===== src/rtl/alu_exec_unit.sv =====
// alu_exec_unit: execute-stage ALU with registered single-cycle ops and iterative multu/divu into HI/LO.
module alu_exec_unit #(
  parameter int WIDTH = 32
) (
  input  logic             clk,
  input  logic             reset,
  input  logic             in_valid,
  output logic             in_ready,
  input  logic [3:0]       ALU_Control,
  input  logic [WIDTH-1:0] a,
  input  logic [WIDTH-1:0] b,
  output logic             out_valid,
  output logic [WIDTH-1:0] result,
  output logic             zero,
  output logic [WIDTH-1:0] hi,
  output logic [WIDTH-1:0] lo
);
  localparam int CW = $clog2(WIDTH + 1);
  typedef enum logic [1:0] {IDLE, MUL, DIV, DONE} state_t;
  state_t state_q, state_d;
  logic [CW-1:0] cnt_q, cnt_d;
  logic [WIDTH-1:0] op_q, op_d, hi_q, hi_d, lo_q, lo_d, result_q, result_d, alu, rem_sub;
  logic [2*WIDTH-1:0] w_q, w_d, mul_next, div_next, iter;
  logic [WIDTH:0] sum, rem_sh;
  logic zero_q, zero_d, out_valid_q, out_valid_d, ge, last;
  always_comb begin
    case (ALU_Control)
      4'b0010: alu = a + b;
      4'b0110: alu = a - b;
      4'b0000: alu = a & b;
      4'b0001: alu = a | b;
      4'b0111: alu = {{(WIDTH-1){1'b0}}, $signed(a) < $signed(b)};
      4'b1100: alu = ~(a | b);
      4'b1010: alu = hi_q;
      4'b1011: alu = lo_q;
      default: alu = '0;
    endcase
  end
  // w_q holds {partial product, multiplier} for MUL and {remainder, quotient} for DIV
  always_comb begin
    sum      = {1'b0, w_q[2*WIDTH-1:WIDTH]} + {1'b0, op_q & {WIDTH{w_q[0]}}};
    mul_next = {sum, w_q[WIDTH-1:1]};
    rem_sh   = w_q[2*WIDTH-1:WIDTH-1];
    ge       = rem_sh >= {1'b0, op_q};
    rem_sub  = rem_sh[WIDTH-1:0] - op_q;
    div_next = {ge ? rem_sub : rem_sh[WIDTH-1:0], w_q[WIDTH-2:0], ge};
    iter     = state_q == MUL ? mul_next : div_next;
    last     = cnt_q == CW'(WIDTH - 1);
  end
  always_comb begin
    state_d     = state_q;
    cnt_d       = cnt_q;
    op_d        = op_q;
    w_d         = w_q;
    hi_d        = hi_q;
    lo_d        = lo_q;
    result_d    = result_q;
    zero_d      = zero_q;
    out_valid_d = 1'b0;
    if (state_q == IDLE && in_valid) begin
      if (ALU_Control[3:1] == 3'b100) begin
        state_d = ALU_Control[0] ? DIV : MUL;
        op_d    = ALU_Control[0] ? b : a;
        w_d     = {{WIDTH{1'b0}}, ALU_Control[0] ? a : b};
        cnt_d   = '0;
      end else begin
        result_d    = alu;
        zero_d      = alu == '0;
        out_valid_d = 1'b1;
      end
    end else if (state_q == MUL || state_q == DIV) begin
      w_d   = iter;
      cnt_d = cnt_q + 1'b1;
      if (last) begin
        state_d     = DONE;
        hi_d        = iter[2*WIDTH-1:WIDTH];
        lo_d        = iter[WIDTH-1:0];
        result_d    = iter[WIDTH-1:0];
        zero_d      = iter[WIDTH-1:0] == '0;
        out_valid_d = 1'b1;
      end
    end else if (state_q == DONE) begin
      state_d = IDLE;
    end
  end
  always_ff @(posedge clk) begin
    if (reset) begin
      state_q     <= IDLE;
      cnt_q       <= '0;
      op_q        <= '0;
      w_q         <= '0;
      hi_q        <= '0;
      lo_q        <= '0;
      result_q    <= '0;
      zero_q      <= 1'b0;
      out_valid_q <= 1'b0;
    end else begin
      state_q     <= state_d;
      cnt_q       <= cnt_d;
      op_q        <= op_d;
      w_q         <= w_d;
      hi_q        <= hi_d;
      lo_q        <= lo_d;
      result_q    <= result_d;
      zero_q      <= zero_d;
      out_valid_q <= out_valid_d;
    end
  end
  assign in_ready  = state_q == IDLE;
  assign out_valid = out_valid_q;
  assign result    = result_q;
  assign zero      = zero_q;
  assign hi        = hi_q;
  assign lo        = lo_q;
endmodule


===== config.mk =====
export PLATFORM = sky130hd
export DESIGN_NAME = alu_exec_unit
export DESIGN_NICKNAME = d
export VERILOG_FILES = /design/src/rtl/alu_exec_unit.sv
export SDC_FILE = /design/constraint.sdc
export NUM_CORES = 1
export LEC_CHECK = 0
export ABC_AREA = 1
export BUFFER_PORTS_ARGS = -buffer_cell sky130_fd_sc_hd__buf_2
export CORE_MARGIN = 5
export CORE_UTILIZATION = 45
export CTS_CLUSTER_DIAMETER = 200
export DETAILED_ROUTE_END_ITERATION = 10
export MAX_ROUTING_LAYER = met4
export PLACE_DENSITY = 0.68
export SYNTH_ARGS = -nofsm -noshare
export SYNTH_HDL_FRONTEND = slang
export SYNTH_SLANG_ARGS = --single-unit

===== constraint.sdc =====
create_clock -name clk -period 3.17 [get_ports clk]
set_input_delay 0.4755 -clock clk [delete_from_list [all_inputs] [get_ports clk]]
set_output_delay 0.4755 -clock clk [all_outputs]
set_load 0.01 [all_outputs]

==> reports/qor.yml <==
logic_synthesis:
  synthFlopType: "dfxtp_1"
  async_flop_share_pct: 0
  synth_cell_types: 55
  ys_warn_count: 0
  yosys_register_bits: 202
  yosys-top-cells-area: "dfxtp_1 20%, nand2_1 17%, ha_1 11%, inv_1 9.8%, o21ai_0 6.5%"
  synth_commonest_cells: "918 x nand2_1, 533 x inv_1, 283 x nor2_1"
  synth_most_common_cell: "nand2_1"
  synth_fp_nets: 3717
  synth.top_cell.area_share_pct: 19.73
  synth-edff-count: 0
  synth_top_area_cell: "dfxtp_1"
  synth_cells: 3461
  synth_seq_area_share_pct: 19.73
  synth.avg_cell_area_um2: 5.922
  mappedNetlistArea_um2: 20500
global_routing:
  grt_max_degree: 84
  grt-busiest-layer: "met2"
  use_met2_pct: 57.06
  grt.total_usage_pct: 34.91
  first_global_vias: 22190
  met3_usage_pct: 3.579
  grt-ovfl-total: 0
  grt_pass1_wl_um: 132700
  use_met1_pct: 46.02
  antenna_found_initial: 2
worst_setup_path:
  crit_family: "compound AO/OA/AOI/OAI gates"
  critPathRequiredTime_ns: 3.52
  reg2reg_to: "w_q[58]$_SDFFE_PP0P_"
  critPathLaunch: "w_q[0]$_SDFFE_PP0P_"
  cpMaxStageDelayCell: "dfxtp_1"
  critPathArrivalTime_ns: 3.26
  worstSetupStartpointType: "flop"
  r2r-start: "w_q[0]$_SDFFE_PP0P_"
  worstSetupEndpoint: "w_q[58]$_SDFFE_PP0P_"
  critical_path.max_fanout: 20
  cp.depth: 16
  worstSetupPathType: "flop to flop"
  critical_path.cell_chain: "buf_12, nand2_1, inv_1, ha_1, a21oi_1, o21ai_0, a21oi_1, buf_4, nand3_1, buf_4, nand3_1, nand2_1, xnor2_1, nand2_1, nand3_1, a21oi_1"
  r2r_setup_slack_ns: 0.26
  critPathCaptureType: "flop"
  rr_worst_depth: 16
  cp_num_buf_inv: 4
  critPathMaxStageDelay_ns: 0.50
placed_design:
  dp_hpwl_um: 73220
  place_congestion: 1.062
  placedCellCount: 4281
  io_buffer_count: 169
  dp_slack_ns: -0.1516
timing:
  fmax_ghz: 0.3433
  fin_ws_ns: 0.2570
  hold_viol: 0
  slew_viol_final: 0
  slew_headroom_pct: 33.61
  setup_violations: 0
  tightestPinTransition_ns: 0.9959
  fin_crit_sh_pct: 91.89
  finalClockSkew_ns: 0.01463
  grt_setup_unrepaired: "no"
  layout_min_cycle_time_ns: 2.913
route:
  first_pass_iters: 8
  drc: 0
  viasPerCell: 5.596
  num_vias: 24160
  ant_nets: 0
  wl_per_cell_um: 20.66
  drtIter0Drc: 2699
  finalWirelength_um: 89180
floorplan:
  rows: 78
  core_um2: 45190
  start_util_pct: 45.36
  die_h_um: 223.4
  io_pins: 170
  die-area_um2: 49910
  die_w_um: 223.4
layout:
  area_growth_pct: 15.41
  final_nets: 3959
  drive_gt1_share_pct: 12.87
  final_cells: 4317
power:
  finalPower_uw: 20630
  vdd_drop_max_mv: 1.237
  leakage_uw: 0.01228
  power_density_nw_per_um2: 872.4
status:
  outcome: "completed"
cts:
  cts_buffers: 20
  cts_sinks: 202
  clk_latency_ns: 0.52
  cts_root_buffer: "clkbuf_16"
  path_clk_slew_ns: 0.07
  hold_buffers: 0
  htree_levels: 1
  cts_tree: "done"
  cts_buffer_depth: 3
min_path:
  holdCritPathClass: "input pin to flop"
  whs_path_depth: 3
flow_run:
  maxCapViolations: 0
worst min-delay path, cell delays in order:
cell	delay (ns)
buf_2	0.12
a22oi_1	0.09
a31oi_1	0.14
cells by family (layout without fill, tap and decap cells):
kind of cell	after synthesis	in the layout	synth area share (%)
and+or+nand+nor	1544	1544	31.16
AOI/OAI and AO/OA	793	793	22.24
buffers and inverters	693	947	13.52
DFF	202	202	19.73
adders and majority gates	185	185	11.44
xor gates and xnor gates	39	39	1.667
muxes	5	5	0.2442
other	0	2	0
metal layers:
metal / part of all wire, % / routed length, µm / vias to the layer above
met3: 7.9 / 7055 / 136
li1: - / - / 11770
met5: 0 / 0 / -
met4: 3.5 / 3139 / 0
met2: 46 / 40980 / 1094
met1: 43 / 38000 / 11160
power breakdown:
group | switching (µW) | internal [µW] | total (µW)
sequential | 376 | 2940 | 3310
clock | 1060 | 1440 | 2500
combinational | 9880 | 4950 | 14800
registers in the layout, indices dropped and copies added, names as in the netlist:
register,count
cnt_q,6
result,32
state_q,2
hi,32
lo,32
w_q,64
out_valid,1
zero,1
op_q,32
metrics by stage:
step	utilization (%)	hold slack (ns)	setup TNS (ns)	area, µm²
finish	52.35	0.3618	0	23650
global route	52.35	0.4101	0	23650
CTS	52.32	0.3409	0	23640
detailed placement	50.84	0.4575	-0.1837	22970
global placement	50.84	0.4597	-0.2026	22970
floorplan	-	0.4510	0	20500
worst min-delay path by stage:
stage                                      end  slack (ns)            startpoint
after detailed placement   lo[28]$_SDFFE_PP0P_        0.46   lo[28]$_SDFFE_PP0P_
after CTS                 w_q[23]$_SDFFE_PP0P_        0.34                 b[23]
final                     w_q[23]$_SDFFE_PP0P_        0.36                 b[23]
after global placement     lo[28]$_SDFFE_PP0P_        0.46   lo[28]$_SDFFE_PP0P_
after global routing      w_q[21]$_SDFFE_PP0P_        0.41                 a[21]
after floorplan           w_q[22]$_SDFFE_PP0P_        0.45  w_q[22]$_SDFFE_PP0P_
timing repair:
item / CTS / global route
setup endpoints to repair: 0 / 8
gates resized for setup: 0 / 6
setup buffers: 0 / 0
endpoints found under the hold margin: 0 / 0
area by class of cell:
| type | instances | area (µm²) |
|---|---|---|
| multi-input combinational | 2566 | 13720 |
| clock buffer | 26 | 574.3 |
| tap | 600 | 750.7 |
| fill | 4840 | 21530 |
| sequential | 202 | 4044 |
| clock inverter | 8 | 92.59 |
| timing repair buffer | 364 | 2410 |
| antenna | 2 | 5.005 |
| inverter | 549 | 2062 |
layout by cell type, fill, tap and decap left out, types with 4 or more instances in the layout:
cell / count
nand2_1: 917
inv_1: 531
nor2_1: 278
o21ai_0: 263
a21oi_1: 253
nand3_1: 208
dfxtp_1: 202
buf_4: 187
ha_1: 179
buf_2: 169
a211oi_1: 96
a31oi_1: 52
nor3_1: 38
nor2_2: 28
o22ai_1: 28
nand4_1: 24
a22oi_1: 23
clkbuf_16: 21
xor2_1: 20
xnor2_1: 19
o21ai_1: 15
o21bai_1: 14
inv_2: 13
o211ai_1: 13
a21o_1: 11
nor4_1: 11
or2_2: 9
nand2_2: 8
buf_12: 8
clkinv_2: 6
nor3_2: 5
o21ai_2: 5
nand3b_1: 5
mux2i_1: 5
clkinv_1: 4
o221ai_1: 4
fa_1: 4
Note: power is estimated with default switching activity, not from simulation.
